**config.mk**
```make
export PLATFORM = sky130hd
export DESIGN_NAME = aes_stat_wr
export DESIGN_NICKNAME = d
export VERILOG_FILES = /design/src/rtl/aes_stat_wr_pkg.sv /design/src/rtl/aes_stat_wr_pick.sv /design/src/rtl/aes_stat_wr.sv
export SDC_FILE = /design/constraint.sdc
export NUM_CORES = 1
export LEC_CHECK = 0
export CORE_ASPECT_RATIO = 0.8
export CORE_UTILIZATION = 30
export CTS_CLUSTER_SIZE = 8
export DETAILED_ROUTE_END_ITERATION = 7
export SYNTH_ARGS = -nofsm -noshare
export SYNTH_HDL_FRONTEND = slang
export SYNTH_SLANG_ARGS = --single-unit
```
**constraint.sdc**
```tcl
create_clock -name clk -period 2 [get_ports clk]
set_clock_uncertainty 0.05 [all_clocks]
set_input_delay 0.4 -clock clk [delete_from_list [all_inputs] [get_ports clk]]
set_output_delay 0.4 -clock clk [all_outputs]
set_load 0.02 [all_outputs]
```
**src/rtl/aes_stat_wr_pkg.sv**
```systemverilog
// Shared constants and types for the AES status-word write sequencer.
//   BW     : byte width in bits (register file data width)
//   NB     : bytes per status word (register file depth)
//   AW     : register address width, clog2(NB)
//   WCNT_W : width of the completed-word counter
package aes_stat_wr_pkg;

    localparam int unsigned BW     = 8;
    localparam int unsigned NB     = 4;
    localparam int unsigned AW     = 2;
    localparam int unsigned WCNT_W = 16;

    // Status word viewed as NB bytes; element i goes to register address i.
    typedef logic [NB-1:0][BW-1:0] word_t;

    // Status word payload as held in the active and hold registers.
    typedef struct packed {
        word_t          data;
        logic [NB-1:0]  mask;
    } stat_t;

    // Index of the lowest set bit of an NB-bit mask (0 when the mask is empty).
    function automatic logic [AW-1:0] lowest_set(input logic [NB-1:0] m);
        lowest_set = '0;
        for (int i = int'(NB) - 1; i >= 0; i--) begin
            if (m[i]) begin
                lowest_set = AW'(i);
            end
        end
    endfunction

endpackage

```
**src/rtl/aes_stat_wr_pick.sv**
```systemverilog
// Combinational priority pick of the next byte to write.
//   mask_i  : remaining byte-write mask
//   idx_o   : index of the lowest set bit
//   found_o : mask has at least one bit set
//   rest_o  : mask with the picked bit cleared
module aes_stat_wr_pick
    import aes_stat_wr_pkg::*;
(
    input  logic [NB-1:0] mask_i,
    output logic [AW-1:0] idx_o,
    output logic          found_o,
    output logic [NB-1:0] rest_o
);

    assign idx_o   = lowest_set(mask_i);
    assign found_o = |mask_i;
    // m & (m-1) clears the lowest set bit; an empty mask stays empty.
    assign rest_o  = mask_i & (mask_i - NB'(1));

endmodule

```
**src/rtl/aes_stat_wr.sv**
```systemverilog
// Write sequencer in front of the AES status register file. Accepts whole
// status words over valid/ready and issues one masked byte write per clock,
// with a one-entry hold buffer so the next word can be posted early.
//   clk, rstn        : clock, asynchronous active-low reset
//   flush            : synchronous abort of active and held words
//   s_valid/s_ready  : status word handshake (s_ready = hold buffer empty)
//   s_data, s_mask   : status word and per-byte write enables
//   m_en/m_we/m_aw/m_din : register file write port
//   busy             : an active word is present
//   done             : one-cycle pulse with the last write of a word
//   wcnt             : completed-word counter (wraps)
module aes_stat_wr
    import aes_stat_wr_pkg::*;
(
    input  logic              clk,
    input  logic              rstn,
    input  logic              flush,
    input  logic              s_valid,
    output logic              s_ready,
    input  logic [NB*BW-1:0]  s_data,
    input  logic [NB-1:0]     s_mask,
    output logic              m_en,
    output logic              m_we,
    output logic [AW-1:0]     m_aw,
    output logic [BW-1:0]     m_din,
    output logic              busy,
    output logic              done,
    output logic [WCNT_W-1:0] wcnt
);

    stat_t              act_q,      act_d;
    logic               act_vld_q,  act_vld_d;
    stat_t              hold_q,     hold_d;
    logic               hold_vld_q, hold_vld_d;
    logic               m_en_q,     m_en_d;
    logic [AW-1:0]      m_aw_q,     m_aw_d;
    logic [BW-1:0]      m_din_q,    m_din_d;
    logic               done_q,     done_d;
    logic [WCNT_W-1:0]  wcnt_q,     wcnt_d;

    logic [AW-1:0]      pick_idx;
    logic               pick_found;
    logic [NB-1:0]      pick_rest;

    logic               accept;
    logic               issue;
    logic               last;
    logic               act_free;
    stat_t              in_word;

    aes_stat_wr_pick u_pick (
        .mask_i  (act_q.mask),
        .idx_o   (pick_idx),
        .found_o (pick_found),
        .rest_o  (pick_rest)
    );

    assign accept   = s_valid && !hold_vld_q;
    assign issue    = act_vld_q && pick_found;
    // Completion edge: the byte being issued is the last one, or the mask was empty.
    assign last     = act_vld_q && (pick_rest == '0);
    assign act_free = !act_vld_q || last;
    assign in_word  = '{data: word_t'(s_data), mask: s_mask};

    // Next-state: byte issue, completion, active/hold refill.
    always_comb begin
        act_d      = act_q;
        act_vld_d  = act_vld_q;
        hold_d     = hold_q;
        hold_vld_d = hold_vld_q;
        m_en_d     = 1'b0;
        m_aw_d     = m_aw_q;
        m_din_d    = m_din_q;
        done_d     = 1'b0;
        wcnt_d     = wcnt_q;

        if (flush) begin
            // Flush wins over accept; any word offered this cycle is dropped.
            act_vld_d  = 1'b0;
            hold_vld_d = 1'b0;
        end else begin
            if (issue) begin
                m_en_d     = 1'b1;
                m_aw_d     = pick_idx;
                m_din_d    = act_q.data[pick_idx];
                act_d.mask = pick_rest;
            end
            if (last) begin
                done_d = 1'b1;
                wcnt_d = wcnt_q + WCNT_W'(1);
            end
            // Refill active on the completion edge so the next word has no bubble.
            if (act_free) begin
                if (hold_vld_q) begin
                    act_d      = hold_q;
                    act_vld_d  = 1'b1;
                    hold_vld_d = 1'b0;
                end else if (accept) begin
                    act_d     = in_word;
                    act_vld_d = 1'b1;
                end else begin
                    act_vld_d = 1'b0;
                end
            end else if (accept) begin
                hold_d     = in_word;
                hold_vld_d = 1'b1;
            end
        end
    end

    // State registers.
    always_ff @(posedge clk or negedge rstn) begin
        if (!rstn) begin
            act_q      <= '0;
            act_vld_q  <= 1'b0;
            hold_q     <= '0;
            hold_vld_q <= 1'b0;
            m_en_q     <= 1'b0;
            m_aw_q     <= '0;
            m_din_q    <= '0;
            done_q     <= 1'b0;
            wcnt_q     <= '0;
        end else begin
            act_q      <= act_d;
            act_vld_q  <= act_vld_d;
            hold_q     <= hold_d;
            hold_vld_q <= hold_vld_d;
            m_en_q     <= m_en_d;
            m_aw_q     <= m_aw_d;
            m_din_q    <= m_din_d;
            done_q     <= done_d;
            wcnt_q     <= wcnt_d;
        end
    end

    assign s_ready = !hold_vld_q;
    assign m_en    = m_en_q;
    assign m_we    = m_en_q;
    assign m_aw    = m_aw_q;
    assign m_din   = m_din_q;
    assign busy    = act_vld_q;
    assign done    = done_q;
    assign wcnt    = wcnt_q;

endmodule

```
==> out/summary.txt <==
Antenna Cells = 0
synthesized area per cell = 11.9 um2
initial core utilization = 31.0%
worst slew pin tran = 539 ps
Final Net Count = 501
fin crit share = 96.1%
WS Path Type = reg2out
crit path max fanout = 7
Clk pwr share = 24.3%
Syn Nets = 417
failing checks = DRC
Worst setup EP type = output pin
CTS sink cnt = 102
Seq/Total Area, Yosys = 57.1%
mapped cell area = 0.00447 mm2
max-slew violation count = 0
Req. time, crit path = 1550 ps
r2r startpoint = act_q[1]
via count = 3168
Final Hold Viols = 0
antenna violations before repair = 0
first-pass GRT wire length = 17200 um
synth cell count leaders = 102 x dfrtp_1, 43 x nand2_1, 36 x mux2_2
internal power = 5.01 mW
Ports = 71
Post-synth top flop = dfrtp_1
clk buf depth = 2
setup_tns = 0 ps
gr usage total = 14.3%
Reg power frac = 44.8%
dpl cell area = 0.00550 mm2
critical path's top delay family = buffers and inverters
Die W = 138 um
crit-path cells = clkdlybuf4s50_1
final std cells w/o fill = 649
first drt pass iteration count = 7
Syn Inst Count = 376
top post-synthesis cells by area = dfrtp_1 57%, mux2_2 9.1%, a22oi_1 5.9%, nand2_1 3.6%, mux2i_1 3.6%
WP data arrival = 1470 ps
Max Fclk = 520 MHz
ANT nets after route = 0
clock-pin slew on the worst setup and hold paths = 60 ps
setup slack after layout = 77.7 ps
CTS buffer count = 9
Worst slew margin = 64.0%
Synth warnings = 0
Comb power frac = 31.0%
layout cells sized above 1 = 18.5%
Hold Startpoint = wcnt[15]
Synth async-reset ratio = 100%
design area = 0.00582 mm2
outcome = finished with violations
CP max-delay cell = clkdlybuf4s50_1
Worst Setup SP = busy
Final Wtd Congestion = 0.792
layout overhead on the synthesized area = 30.2%
CP Launch Type = register
DR WL/cell = 15.6 um
Max VDD drop = 543 uV
largest net degree at the start of global routing = 39
# setup viols final = 0
FF+latch count, synth = 102
top-area cell type share of the netlist area = 57.1%
Post-CTS Setup Inserts = 0
depth of the CTS H-tree = 3
fin crit period = 1920 ps
Sw Pwr = 2.28 mW
switching share of power = 31.3%
Iteration-0 DRC Markers = 214
Max Cap Viol = 0
Core Area = 0.0144 mm2
Core Rows = 39
Skew-Pair Late Insertion Delay = 350 ps
Leak = 2.55 nW
EDFF count, synth = 0
CTS tree = done
RSZ-0062 raised after global routing = false
Max stage delay on crit path = 660 ps
PD cells = 1250 mW/mm2
HP Class = reg2reg
DP Cell Count = 632
PortBufs = 70
vias in the first global route = 3249
Routed WL = 10100 um
GRT overflow = 0
most area-hungry cell type in the Yosys netlist = dfrtp_1
Buf/Inv on CP = 1
cell with the most instances after synthesis = dfrtp_1
post-DP HPWL = 7200 um
post-synth cell types = 41
DRC violations left = 10
Die Span Y = 111 um
Die Footprint = 0.0154 mm2
vias per cell = 4.88
pre-CTS setup slack = -35.0 ps
CTS root buffer = clkbuf_16
-- area by class of cell --
class | count | area [um2]
Fill cell | 1363 | 8580
Sequential cell | 102 | 2550
Multi-Input combinational cell | 249 | 1770
Timing Repair Buffer | 96 | 961
Clock buffer | 12 | 246
Tap cell | 184 | 230
Clock inverter | 4 | 56.3
Inverter | 2 | 7.51
-- placed cells by master, fill, tap and decap left out, drive strengths merged, types with 2 or more instances in the layout --
cell,synthesis,final
a21oi,2,2
dfrtp,102,102
clkinv,0,3
a22oi,35,35
buf,11,26
and2,2,2
nor2,9,9
nand2,44,44
inv,2,2
clkbuf,12,12
clkdlybuf4s50,0,68
o21ai,47,47
nor3,3,3
o22ai,2,2
nor2b,3,3
and3,5,5
xor2,5,5
a211oi,2,2
nand4,3,3
mux2,37,37
a211o,2,2
xnor2,10,10
nand3,7,7
mux2i,16,16
a2bb2oi,8,8
-- repair_timing --
item,in CTS,in global routing
setup endpoints to repair,0,1
resized for setup,0,1
endpoints found under the hold margin,33,0
hold buffers,1,0
-- registers in the layout, indices dropped and copies added, names as in the netlist --
signal      cells
done            1
hold_q         36
m_aw            2
busy            1
m_en            1
wcnt           16
hold_vld_q      1
m_din           8
act_q          36
-- worst paths after layout --
kind / to / slack, ps / cells past startpoint
worst max register to register: act_q[2] / 100 / 6
max in group asynchronous: m_en / 760 / 3
worst max-delay path: busy / 80 / 1
worst min register to register: wcnt[15] / 420 / 1
worst min-delay path: wcnt[15] / 420 / 1
min in group asynchronous: wcnt[14] / 520 / 2
-- cell families after synthesis --
logic type / Yosys count / share of synthesized area (%)
buf+inv: 25 / 3.50
simple gates: 78 / 7.98
xor+xnor: 15 / 2.94
compound gates: 102 / 15.3
flops: 102 / 57.1
mux: 53 / 12.9
fa+ha+maj: 1 / 0.280
-- layer usage --
metal / share of wire (%) / track usage, %
met1: 47 / 19.2
met2: 47 / 22.7
met3: 4.9 / 3.59
met4: 0.94 / 4.04
met5: 0 / 0
-- through the flow --
step	util (%)	hold slack [ps]	power, mW
floorplan	-	54.4	4.64
global placement	38.2	360	5.49
detailed placement	38.2	361	5.59
CTS	40.4	428	7.39
global route	40.4	455	7.76
finish	40.4	422	7.30
-- power by group through the flow --
stage               logic [mW]  registers, mW  clock network (mW)
floorplan                 1.30           3.35                   0
global placement          2.22           3.27                   0
detailed placement        2.27           3.31                   0
CTS                       2.28           3.28                1.83
global route              2.49           3.38                1.90
finish                    2.26           3.27                1.77
No activity file was read; power rests on OpenSTA's default activity.
